### config.mk
export PLATFORM = sky130hd
export DESIGN_NAME = minmax_scan_ctrl
export DESIGN_NICKNAME = d
export VERILOG_FILES = /design/src/rtl/minmax_scan_ctrl.sv
export SDC_FILE = /design/constraint.sdc
export NUM_CORES = 1
export LEC_CHECK = 0
export CAP_MARGIN = 20
export CORE_UTILIZATION = 50
export DETAILED_ROUTE_END_ITERATION = 10
export GPL_TIMING_DRIVEN = 0
export MAX_ROUTING_LAYER = met4
export PLACE_DENSITY = 0.73
export RECOVER_POWER = 100
export SETUP_SLACK_MARGIN = 0.4
export SKIP_LAST_GASP = 1
export SLEW_MARGIN = 20
export SYNTH_ARGS = -nofsm -noshare
export SYNTH_HDL_FRONTEND = slang
export SYNTH_HIERARCHICAL = 1
export SYNTH_SLANG_ARGS = --single-unit
### constraint.sdc
create_clock -name clk -period 3.3 [get_ports clk]
set_input_delay 0.33 -clock clk [delete_from_list [all_inputs] [get_ports clk]]
set_output_delay 0.33 -clock clk [all_outputs]
set_load 0.03 [all_outputs]
### src/rtl/minmax_scan_ctrl.sv
// Sequential min/max scanner: takes N_SAMPLES 4-bit samples over a valid/ready
// handshake and tracks max/min with their earliest indices through one comparator.

module Comparator_4bit_str (
    input  logic [3:0] A,
    input  logic [3:0] B,
    output logic       A_greater,
    output logic       A_less,
    output logic       A_equal
);
    logic [3:0] bit_eq;
    logic [3:0] bit_gt;
    logic [3:0] bit_lt;
    logic [3:0] higher_eq;
    logic [3:0] gt_term;
    logic [3:0] lt_term;

    // A bit decides the result only when every more-significant bit pair matches.
    for (genvar gi = 0; gi < 4; gi++) begin : g_bit
        assign bit_eq[gi] = ~(A[gi] ^ B[gi]);
        assign bit_gt[gi] = A[gi] & ~B[gi];
        assign bit_lt[gi] = ~A[gi] & B[gi];
        if (gi == 3) begin : g_msb
            assign higher_eq[gi] = 1'b1;
        end else begin : g_low
            assign higher_eq[gi] = &bit_eq[3:gi+1];
        end
        assign gt_term[gi] = higher_eq[gi] & bit_gt[gi];
        assign lt_term[gi] = higher_eq[gi] & bit_lt[gi];
    end

    assign A_greater = |gt_term;
    assign A_less    = |lt_term;
    assign A_equal   = &bit_eq;
endmodule

module minmax_scan_ctrl #(
    parameter int N_SAMPLES = 8
) (
    input  logic       clk,
    input  logic       rst,
    input  logic       start,
    input  logic       in_valid,
    input  logic [3:0] in_data,
    output logic       in_ready,
    output logic       busy,
    output logic       done,
    output logic [3:0] max_val,
    output logic [3:0] min_val,
    output logic [3:0] max_idx,
    output logic [3:0] min_idx
);
    localparam logic [3:0] LAST_IDX = 4'(N_SAMPLES - 1);

    typedef enum logic [2:0] {
        S_IDLE,
        S_LOAD,
        S_CMP_MAX,
        S_CMP_MIN,
        S_DONE
    } state_t;

    state_t     state_q, state_d;
    logic [3:0] cnt_q, cnt_d;
    logic [3:0] hold_q, hold_d;
    logic [3:0] max_val_q, max_val_d;
    logic [3:0] min_val_q, min_val_d;
    logic [3:0] max_idx_q, max_idx_d;
    logic [3:0] min_idx_q, min_idx_d;

    logic [3:0] cmp_b;
    logic       cmp_gt;
    logic       cmp_lt;
    logic       cmp_eq_unused;

    // One comparator serves both phases; B follows whichever result is being tested.
    assign cmp_b = (state_q == S_CMP_MIN) ? min_val_q : max_val_q;

    Comparator_4bit_str u_cmp (
        .A         (hold_q),
        .B         (cmp_b),
        .A_greater (cmp_gt),
        .A_less    (cmp_lt),
        .A_equal   (cmp_eq_unused)
    );

    always_ff @(posedge clk) begin
        if (rst) begin
            state_q   <= S_IDLE;
            cnt_q     <= '0;
            hold_q    <= '0;
            max_val_q <= '0;
            min_val_q <= '0;
            max_idx_q <= '0;
            min_idx_q <= '0;
        end else begin
            state_q   <= state_d;
            cnt_q     <= cnt_d;
            hold_q    <= hold_d;
            max_val_q <= max_val_d;
            min_val_q <= min_val_d;
            max_idx_q <= max_idx_d;
            min_idx_q <= min_idx_d;
        end
    end

    always_comb begin
        state_d   = state_q;
        cnt_d     = cnt_q;
        hold_d    = hold_q;
        max_val_d = max_val_q;
        min_val_d = min_val_q;
        max_idx_d = max_idx_q;
        min_idx_d = min_idx_q;

        case (state_q)
            S_IDLE: begin
                cnt_d = '0;
                if (start) state_d = S_LOAD;
            end
            S_LOAD: begin
                if (in_valid) begin
                    if (cnt_q == 4'd0) begin
                        max_val_d = in_data;
                        min_val_d = in_data;
                        max_idx_d = '0;
                        min_idx_d = '0;
                        cnt_d     = 4'd1;
                    end else begin
                        hold_d  = in_data;
                        state_d = S_CMP_MAX;
                    end
                end
            end
            // Strict compares only: a tie keeps the earlier index.
            S_CMP_MAX: begin
                if (cmp_gt) begin
                    max_val_d = hold_q;
                    max_idx_d = cnt_q;
                end
                state_d = S_CMP_MIN;
            end
            S_CMP_MIN: begin
                if (cmp_lt) begin
                    min_val_d = hold_q;
                    min_idx_d = cnt_q;
                end
                if (cnt_q == LAST_IDX) begin
                    state_d = S_DONE;
                end else begin
                    cnt_d   = cnt_q + 4'd1;
                    state_d = S_LOAD;
                end
            end
            S_DONE:  state_d = S_IDLE;
            default: state_d = S_IDLE;
        endcase
    end

    assign in_ready = (state_q == S_LOAD);
    assign busy     = (state_q != S_IDLE);
    assign done     = (state_q == S_DONE);
    assign max_val  = max_val_q;
    assign min_val  = min_val_q;
    assign max_idx  = max_idx_q;
    assign min_idx  = min_idx_q;
endmodule

Word-level counts from Yosys, hierarchy flattened
Cells that the tools add are included.
{ "word_totals": {"elab_cells": 86, "out_inout_bits": 19, "regBits": 27} }
{ "op_classes": {"n_addsub": 1, "n_mux": 22, "n_reduce_logical": 15, "n_eq_ne": 12, "n_bitwise": 29} }
{ "ops": {"columns": ["operator", "n"], "rows": [
  ["two-way mux 4 bit", 12],
  ["one-hot mux 4 bit (2 select lines)", 4],
  ["AND 1 bit", 14],
  ["two-way mux 3 bit", 4],
  ["!= test 2 bit (second input constant)", 6],
  ["NOT 1 bit", 12],
  ["one-hot mux 3 bit (4 select lines)", 1],
  ["one-hot mux 4 bit (3 select lines)", 1],
  ["AND reduction 4 bit", 3],
  ["AND reduction 3 bit", 3],
  ["OR reduction 4 bit", 2],
  ["equality test 3 x 2 -> 1 bit (second input constant)", 2],
  ["nonzero test 3 bit", 2],
  ["adder 4 x 1 -> 4 bit (second input constant)", 1],
  ["equality test 4 x 3 -> 1 bit (second input constant)", 1],
  ["zero test 4 bit", 1],
  ["nonzero test 2 bit", 2],
  ["equality test 3 x 1 -> 1 bit (second input constant)", 1],
  ["equality test 3 bit (second input constant)", 1],
  ["zero test 3 bit", 1],
  ["bitwise XOR 1 bit", 3],
  ["!= test 2 x 1 -> 1 bit (second input constant)", 1],
  ["AND reduction 2 bit", 1]
]} }

Longest topological paths before layout
Gate-level depths: netlist of the first run.
{ "logic_depth": {"word_depth": 9, "depth_mapped": 13, "mapped_depth_nobuf": 10} }

Modules after synthesis
Netlist of the first run, hierarchy kept.
{ "by_module_without_submodules": {"columns": ["module", "area_per_inst_um2", "seq_area_each_um2", "cells_per_inst", "n_inst"], "rows": [
  ["minmax_scan_ctrl", 1510.2, 540.5, 165, 1],
  ["Comparator_4bit_str", 173.9, 0.0, 24, 1]
]} }

Least setup slack after synthesis of the first run
No wires, ideal clock.
{ "synth_path": {"kind": "register to register", "start": "register state_q[1]", "end": "register min_val_q[0], in the netlist min_val[0]", "arrival_ps": 2218, "setup_time_ps": 140, "stages_incl_launch_ff": 14, "setup_slack_ps": 942, "period_less_slack_ps": 2358, "required_ps": 3160, "path_cell_list": "dfxtp_1 buf_2 buf_2 nand3b_1 buf_2 nand2_1 nand2_1 ha_1 nand2_1 o21ai_1 and4b_1 clkbuf_1 a21o_1 a311oi_1"} }
{ "synth_via": {"elab_chain_len": 9, "elab_cells_between_ends": 25} }
{ "synth_lines": {"columns": ["item", "line", "rtl"], "rows": [
  ["start, declared", "63", "state_t state_q, state_d;"],
  ["start signal, assigned", "97", "state_q <= state_d;"],
  ["equality test 3 x 2 -> 1 bit (*)", "77", "assign cmp_b = (state_q == S_CMP_MIN) ? min_val_q : max_val_q;"],
  ["two-way mux 4 bit (*)", "77", null],
  ["via cmp_b[3]", "71", "logic [3:0] cmp_b;"],
  ["bitwise XOR 1 bit", "20", "assign bit_eq[gi] = ~(A[gi] ^ B[gi]);"],
  ["NOT 1 bit", "20", null],
  ["AND reduction 3 bit / AND reduction 2 bit (equally long branches)", "26", "assign higher_eq[gi] = &bit_eq[3:gi+1];"],
  ["AND 1 bit", "29", "assign lt_term[gi] = higher_eq[gi] & bit_lt[gi];"],
  ["OR reduction 4 bit (*)", "33", "assign A_less = |lt_term;"],
  ["via cmp_lt", "73", "logic cmp_lt;"],
  ["!= test 2 bit (no source line) (*)", null, null],
  ["AND reduction 4 bit (no source line) (*)", null, null],
  ["end signal, assigned", "101", "min_val_q <= min_val_d;"],
  ["end, declared", "67", "logic [3:0] min_val_q, min_val_d;"]
]} }
Mark *: on every way through the listed nets, which the timed path passes. The rest lies on a longest branch.
A chain may end at the register's enable or synchronous reset.

Worst setup path after layout of the first run
{ "layout_path": {"start": "register state_q[2]", "end": "output in_ready"} }
{ "layout_via": {"elab_chain_len": 1} }
{ "layout_lines": {"columns": ["item", "line", "rtl"], "rows": [
  ["equality test 3 x 1 -> 1 bit", "160", "assign in_ready = (state_q == S_LOAD);"],
  ["end, declared", "45", "output logic in_ready,"]
]} }
No other way between the ends.

==> results of run 1 <==
-- worst reg2reg max path: stages (launching register included) --
cell	delay (ps)
dfxtp_1	350
clkbuf_1	420
and3b_1	250
buf_2	190
nand2_1	90
nand2_1	80
ha_1	330
nand2_1	70
o21ai_0	160
nor4bb_4	440
a211oi_1	110
a211oi_1	290
-- stage by stage --
stage,instance area [um2],util (%),total power [W],instances
after floorplan,1670,-,0.000443,188
after global placement,1990,64.1,0.000488,258
after detailed placement,1990,64.1,0.000492,258
after CTS,2020,65.0,0.000634,262
after global routing,1990,64.1,0.000655,262
final,1990,64.1,0.000628,262
-- report_power, final --
part,internal [W],leakage [nW],switching [W]
combinational,0.0000570,0.548,0.0000769
clock,0.0000456,0.0177,0.000103
sequential,0.000336,0.219,0.00000940
total,0.000439,0.785,0.000189
-- placed cells by master (no fill, tap or decap), drive strengths merged, types with 4 or more instances in the layout --
cell type	n
nand2	27
dfxtp	27
dlygate4sd3	20
nand2b	18
a211oi	14
inv	13
mux2i	12
ha	10
clkbuf	8
buf	7
clkdlybuf4s50	6
a21oi	6
o21ai	6
nor2b	5
nor3b	5
a311oi	4
nand4	4
-- final cells by class --
type                            instances  area (um2)
Sequential cell                        27         541
Clock buffer                            3        22.5
Clock inverter                          1        5.00
Timing Repair Buffer                   26         260
Buffer                                 12        66.3
Fill cell                             291        1110
Multi-Input combinational cell        136         991
Tap cell                               44        55.1
Inverter                               13        48.8
-- layer usage --
| metal | wire length (um) | up-vias | track usage, % |
|---|---|---|---|
| met5 | 0 | - | - |
| met4 | 50 | 0 | 7.64 |
| met3 | 157 | 7 | 3.03 |
| met2 | 1940 | 33 | 40.0 |
| met1 | 1950 | 709 | 36.4 |
| li1 | - | 729 | - |
-- registers in the layout, summed over array words and instances, names as in the netlist --
signal and cells:
hold_q 4, cnt_q 4, max_val 4, min_idx 4, state_q 3, min_val 4, max_idx 4
-- worst paths after layout --
kind                                         startpoint                      end  slack [ps]  depth (start not counted)
worst max-delay path            state_q[2]$_SDFFE_PP0P_                 in_ready         400                          4
worst min-delay path            max_idx[3]$_SDFFE_PP0P_  max_idx[3]$_SDFFE_PP0P_         490                          2
worst max register to register  state_q[2]$_SDFFE_PP0P_  max_val[3]$_SDFFE_PP0P_         410                         11
worst min register to register  max_idx[3]$_SDFFE_PP0P_  max_idx[3]$_SDFFE_PP0P_         490                          2
-- repair_timing --
action | in CTS | in global routing
buffers inserted | 0 | 0
hold endpoints to repair | 0 | 0
endpoints found under the setup margin | 8 | 12
gates resized for setup | 1 | 6
==> results.md, run 1 <==
- Gate Count Post-Synth: 188
- Setup violators final: 0
- Period minus WS final: 2900 ps
- GPL Wtd Cong: 0.859
- Place WS: 352 ps
- Final WS setup: 396 ps
- Initial antenna violation count: 0
- Final hold slack: 489 ps
- WS Path Type: reg2out
- Crit path buf inv count: 3
- Largest stage delay on the critical path: 780 ps
- Worst hold path type: reg2reg
- Post-DRT Antenna Nets: 0
- Total track usage: 26.3%
- # port buffers: 26
- Top delay family on crit path: buffers and inverters
- Max-cap violations: 0
- Clk buf depth: 2
- Final period util: 88.0%
- Mean Syn Cell Area: 8.90 um2
- Fmax: 0.344 GHz
- Clock Tree Root: clkbuf_4
- Die area: 3580 um2
- Crit end category: output pin
- Worst VDD drop: 0.182 mV
- Leakage: 0.785 nW
- Initial Util: 54.0%
- Net count after synthesis: 206
- Crit-path cells: clkbuf_1 > nor3b_1 > buf_2 > dlygate4sd3_1
- Synthesis Warnings: 6
- Ports: 27
- Syn Std Cell Area: 1670 um2
- Slowest-stage cell, CP: dlygate4sd3_1
- CTS tree: yes
- Setup total negative slack: 0 ps
- CP Max Fanout: 10
- Drt wl/cell: 15.6 um
- Core Box Area: 3100 um2
- Share of layout cells above drive strength 1: 8.26%
- # diodes: 0
- Grt total ovfl: 0
- RSZ-0062 raised after global routing: no
- Via density: 5.64
- Vias in the first global route: 1398
- NumNets Final: 237
- Critical Path RT: 2970 ps
- Layout overhead on the synthesized area: 18.8%
- First-pass GRT wire length: 6790 um
- Largest net degree at the start of global routing: 16
- CTS Buf Count: 3
- Clk_skew: 5.62 ps
- Power Density: 316 nW/um2
- Worst-Margin Slew: 1030 ps
- Die X: 59.9 um
- Slew Viols, Final: 0
- Drt first pass iters: 4
- Cts hold-fix bufs: 0
- Routed WL: 4100 um
- Status: complete, no violations
- Die height: 59.9 um
- DPL Wire Length: 2940 um
- Num rows: 20
- Post-route DRC: 0
- Clock transition at the registers of the reported paths: 150 ps
- CP Launch Type: register
- WP data arrival: 2570 ps
- DR vias: 1478
- Iter 0 DRT Violations: 124
- Clock Latency Late Sink: 330 ps
- Clock sinks: 27
- Final hold violation count: 0
- Htree depth: 1
- Rel. slew slack: 31.1%
No activity file was read; power rests on OpenSTA's default activity.
==> run 2, diff against run 1 <==
- PLACE_DENSITY: 0.73 -> 0.87
- SYNTH_HIERARCHICAL: 1 -> unset
==> results.md, run 2 <==
- # port buffers: 25
- Setup total negative slack: 0 ps
- # diodes: 0
- Count of different cell masters after synthesis: 38
- Worst VDD drop: 0.282 mV
- Clock sinks: 27
- Asr flop ratio synth: 0%
- Post-route cell area: 1930 um2
- Share of the synthesized area in the top cell type: 33.7%
- Most common cell in the netlist: dfxtp_1
- Ports: 27
- Clock transition at the registers of the reported paths: 160 ps
- First-pass GRT wire length: 5790 um
- Layout overhead on the synthesized area: 20.2%
- Slew Viols, Final: 0
- Worst hold path type: in2reg
- Via density: 5.42
- Initial antenna violation count: 0
- Hold EP: hold_q[0]$_SDFFE_PP0P_
- Final hold violation count: 0
- R2R depth: 11
- Initial Util: 52.5%
- Grt total ovfl: 0
- Setup violators final: 0
- Fill cell count: 276
- Final WS setup: 381 ps
- Number of synthesized flops with an enable pin: 0
- Most frequent cells in the layout: dfxtp_1 (27), nand2_1 (24), mux2i_1 (23)
- Cts hold-fix bufs: 0
- R2r endpoint: min_val[1]$_SDFFE_PP0P_
- Place WS: 318 ps
- Primary FF master, synth: dfxtp_1
- Commonest non-fill, non-tap cell in the layout: dfxtp_1
- Htree depth: 1
- Post-synth top area cell: dfxtp_1
- WP data arrival: 3170 ps
- Clk_skew: 13.1 ps
- CP Max Fanout: 10
- Most frequent cells after synthesis: dfxtp_1 (27), nand2_1 (24), mux2i_1 (23), inv_1 (14), nor2_1 (13)
- Power Density: 315 nW/um2
- Mean Syn Cell Area: 8.95 um2
- Leakage: 0.863 nW
- Hold_sp: rst
- Area contributors post-synth: dfxtp_1 (34%), mux2i_1 (14%), ha_1 (6.2%), nand2_1 (5.6%), mux2_2 (4.2%)
- DPL Wire Length: 2470 um
- Post-route DRC: 0
- Num rows: 20
- Die area: 3440 um2
- WS Path Type: reg2reg
- CP Launch Type: register
- DR vias: 1367
- Placed Area: 1910 um2
- RSZ-0062 raised after global routing: no
- Syn Std Cell Area: 1600 um2
- Hold path cells: 2
- Final period util: 88.4%
- Worst-Margin Slew: 828 ps
- Core Box Area: 3050 um2
- Post-DRT Antenna Nets: 0
- Clock Latency Late Sink: 330 ps
- R2r setup slk: 380 ps
- CTS tree: yes
- Largest net degree at the start of global routing: 18
- Die height: 58.6 um
- Drt wl/cell: 13.6 um
- Gate Count Post-Synth: 179
- GPL Wtd Cong: 0.923
- Clock Tree Root: clkbuf_4
- Net count after synthesis: 195
- Synthesis Warnings: 0
- Iter 0 DRT Violations: 23
- NumNets Final: 225
- Status: complete, no violations
- Share of layout cells above drive strength 1: 7.69%
- Routed WL: 3420 um
- Post-synthesis sequential area ratio: 33.7%
- Fmax: 0.343 GHz
- Vias in the first global route: 1339
- Die X: 58.6 um
- Max-cap violations: 0
- Total track usage: 22.2%
- Rel. slew slack: 44.4%
- Critical Path RT: 3550 ps
- Period minus WS final: 2920 ps
- Worst r2r src: state_q[0]$_SDFFE_PP0P_
- CTS Buf Count: 3
- Crit end category: register
- Drt first pass iters: 5
- Synthesized flop and latch total: 27
- Clk buf depth: 2
[run 2: cell count changes in the layout (fill, tap and decap cells not counted), moves of 4 or more]
cell and delta:
a211oi_1 -12, nand2b_1 -14, nand3_1 +4, mux2_2 +4, mux2i_1 +11, nor2_1 +13
nand4_1 -4, a311oi_1 -4
[run 2: report_power, final]
group          switching (W)  internal [W]
Sequential        0.00000700      0.000334
Combinational      0.0000637     0.0000472
Clock               0.000106     0.0000494
Total               0.000177      0.000431
[run 2: logic make-up (layout without fill, tap and decap cells)]
group	count (synthesis)	after routing	share of synthesized area [%]
AND/OR/NAND/NOR	68	68	22.2
multiplexers	31	31	20.0
flip-flops	27	27	33.7
buffers and inverters	23	52	6.48
AO/OA/AOI/OAI	22	22	11.4
adder cells (fa/ha/maj)	8	8	6.25
[run 2: cell type report]
class                      instances  area [um2]  share of cell area, %
buffer                             9        51.3                   2.66
clock buffer                       3        22.5                   1.17
clock inverter                     1        8.76                  0.455
inverter                          14        52.6                   2.73
multi-input combinational        129         946                   49.1
sequential                        27         541                   28.1
tap                               44        55.1                   2.86
timing repair buffer              25         250                   13.0
[run 2: what timing repair did]
action,4_1_cts,5_1_grt
setup endpoints to repair,4,2
resized for setup,1,1
buffers inserted,0,0
[run 2: worst max-delay path by stage]
stage / start / cells past startpoint / slack [ps] / endpoint
floorplan: state_q[2]$_SDFFE_PP0P_ / 11 / 700 / min_val[1]$_SDFFE_PP0P_
global placement: state_q[2]$_SDFFE_PP0P_ / 11 / 380 / min_val[1]$_SDFFE_PP0P_
detailed placement: state_q[2]$_SDFFE_PP0P_ / 11 / 320 / min_val[1]$_SDFFE_PP0P_
CTS: state_q[2]$_SDFFE_PP0P_ / 11 / 540 / min_val[1]$_SDFFE_PP0P_
global route: state_q[0]$_SDFFE_PP0P_ / 10 / 220 / max_val[1]$_SDFFE_PP0P_
finish: state_q[0]$_SDFFE_PP0P_ / 11 / 380 / min_val[1]$_SDFFE_PP0P_
[run 2: critical path, cell delays in order, from the launching register on]
cell and delay (ps):
dfxtp_1 330, clkbuf_1 340, nand3b_1 150, buf_6 180, mux2i_1 210, inv_1 70, ha_1 310, a21o_1 170
a211oi_1 250, o32a_1 190, buf_2 270, mux2_2 370
[run 2: metrics by stage]
stage / cells / hold WS (ps) / power (W) / util (%)
6_report: 252 / 386 / 0.000607 / 63.1
5_1_grt: 252 / 408 / 0.000638 / 63.1
4_1_cts: 252 / 388 / 0.000616 / 63.6
3_5_place_dp: 248 / 449 / 0.000461 / 62.5
3_3_place_gp: 248 / 453 / 0.000459 / 62.5
2_1_floorplan: 179 / 477 / 0.000423 / -
[run 2: layer usage]
metal,vias up,track usage (%),share of wire (%)
met5,-,-,0
met4,0,8.50,1.4
met3,6,1.98,3.7
met2,29,36.1,46
met1,653,28.7,49
li1,679,-,-
==> run 3, diff against run 2 <==
- CORE_UTILIZATION: 50 -> 30
- PLACE_DENSITY: 0.87 -> 0.61
==> results.md, run 3 (same netlist as run 2, synthesis figures left out) <==
- CP Launch Type: register
- DR vias: 1326
- # port buffers: 25
- Clock Latency Late Sink: 270 ps
- Met1 global-route usage: 20.1%
- Largest stage delay on the critical path: 370 ps
- Num rows: 26
- Placed insts: 274
- Sw power: 0.000178 W
- WP data arrival: 3100 ps
- Die area: 5640 um2
- Final hold slack: 462 ps
- CTS Buf Count: 3
- Part of the power in combinational logic: 17.4%
- Share of layout cells above drive strength 1: 8.61%
- Largest net degree at the start of global routing: 15
- Layout overhead on the synthesized area: 23.8%
- Die height: 75.1 um
- Routed WL: 3780 um
- First-pass GRT wire length: 6250 um
- Clock Tree Root: clkbuf_8
- Top delay family on crit path: buffers and inverters
- Setup violators final: 0
- Final hold violation count: 0
- Critical Path RT: 3470 ps
- Clk buf depth: 2
- Htree depth: 1
- Period minus WS final: 2930 ps
- CP Max Fanout: 10
- Internal power: 0.000468 W
- Total track usage: 15.2%
- DPL Wire Length: 2720 um
- Initial antenna violation count: 0
- Core Box Area: 5140 um2
- Most frequent cells in the layout: dfxtp_1 (27), nand2_1 (24), mux2i_1 (23)
- WS Path Type: reg2reg
- NumNets Final: 226
- Clock sinks: 27
- Drt wl/cell: 13.5 um
- Worst VDD drop: 0.166 mV
- CTS tree: yes
- Met2 usage: 24.3%
- Ports: 27
- Crit-path cells: clkbuf_1 > nand3b_2 > buf_6 > mux2i_1 > inv_1 > ha_1 > a21o_1 > a211oi_1 > o32a_1 > clkbuf_2 > mux2_2
- # diodes: 0
- Sequential Power Share: 52.7%
- Net Sw Frac: 27.6%
- Die X: 75.1 um
- Overall Power: 0.000647 W
- Worst hold path type: reg2reg
- Cts hold-fix bufs: 0
- Clock power frac: 29.9%
- Leakage: 0.874 nW
- Rel. slew slack: 44.7%
- Post-layout util: 38.6%
- Grt total ovfl: 0
- Worst-Margin Slew: 823 ps
- Power Density: 326 nW/um2
- Initial Util: 31.2%
- Crit path buf inv count: 4
- Iter 0 DRT Violations: 50
- Fmax: 0.342 GHz
- Final period util: 88.7%
- Slew Viols, Final: 0
- Post-route DRC: 0
- R2r setup slk: 370 ps
- RSZ-0062 raised after global routing: no
- Final std cells w/o fill: 279
- Slowest-stage cell, CP: mux2_2
- Drt first pass iters: 4
- Clk_skew: 5.61 ps
- GR peak layer: met2
- GPL Wtd Cong: 0.803
- Max-cap violations: 0
- Commonest non-fill, non-tap cell in the layout: dfxtp_1
- Post-DRT Antenna Nets: 0
- Crit end category: register
- Setup total negative slack: 0 ps
- Met3 Track Usage GR: 2.28%
- Status: complete, no violations
- Vias in the first global route: 1303
- Clock transition at the registers of the reported paths: 100 ps
- Via density: 4.75
[run 3: metal layers]
layer | vias up | part of all wire, %
li1 | 682 | -
met1 | 617 | 49
met2 | 22 | 46
met3 | 5 | 4.0
met4 | 0 | 1.0
met5 | - | 0
[run 3: worst min-delay path: stages (launching register included)]
cell     delay [ps]
dfxtp_1         320
nand2_1          50
mux2i_1          50
[run 3: power groups by stage]
stage                     clock (W)  combinational, W  sequential [W]
final                      0.000194          0.000113        0.000341
after detailed placement          0          0.000115        0.000349
after CTS                  0.000199          0.000116        0.000341
after global routing       0.000215          0.000123        0.000342
after global placement            0          0.000114        0.000349
after floorplan                   0         0.0000659        0.000357
[run 3: path summary, 6_finish.rpt]
check	start	to	cells after the start
worst min-delay path	max_idx[1]$_SDFFE_PP0P_	max_idx[1]$_SDFFE_PP0P_	2
worst max-delay path	state_q[0]$_SDFFE_PP0P_	min_val[3]$_SDFFE_PP0P_	11
worst max register to register	state_q[0]$_SDFFE_PP0P_	min_val[3]$_SDFFE_PP0P_	11
worst min register to register	max_idx[1]$_SDFFE_PP0P_	max_idx[1]$_SDFFE_PP0P_	2
[run 3: repair_timing]
| item | in CTS | in global routing |
|---|---|---|
| endpoints found under the setup margin | 4 | 1 |
| pin swaps | 0 | 1 |
| buffers inserted | 0 | 1 |
| resized for setup | 1 | 0 |
[run 3: area by class of cell]
cell class | instances | area, um2
Inverter | 14 | 52.6
Clock buffer | 4 | 45.0
Multi-Input combinational cell | 129 | 950
Sequential cell | 27 | 541
Buffer | 9 | 51.3
Timing Repair Buffer | 26 | 258
Tap cell | 70 | 87.6
Fill cell | 551 | 3160
[run 3: stage by stage]
| step | instance area (um2) | setup slack [ps] |
|---|---|---|
| after CTS | 1990 | 498 |
| after global placement | 1940 | 311 |
| final | 1980 | 373 |
| after detailed placement | 1940 | 269 |
| after floorplan | 1600 | 701 |
| after global routing | 1980 | 229 |
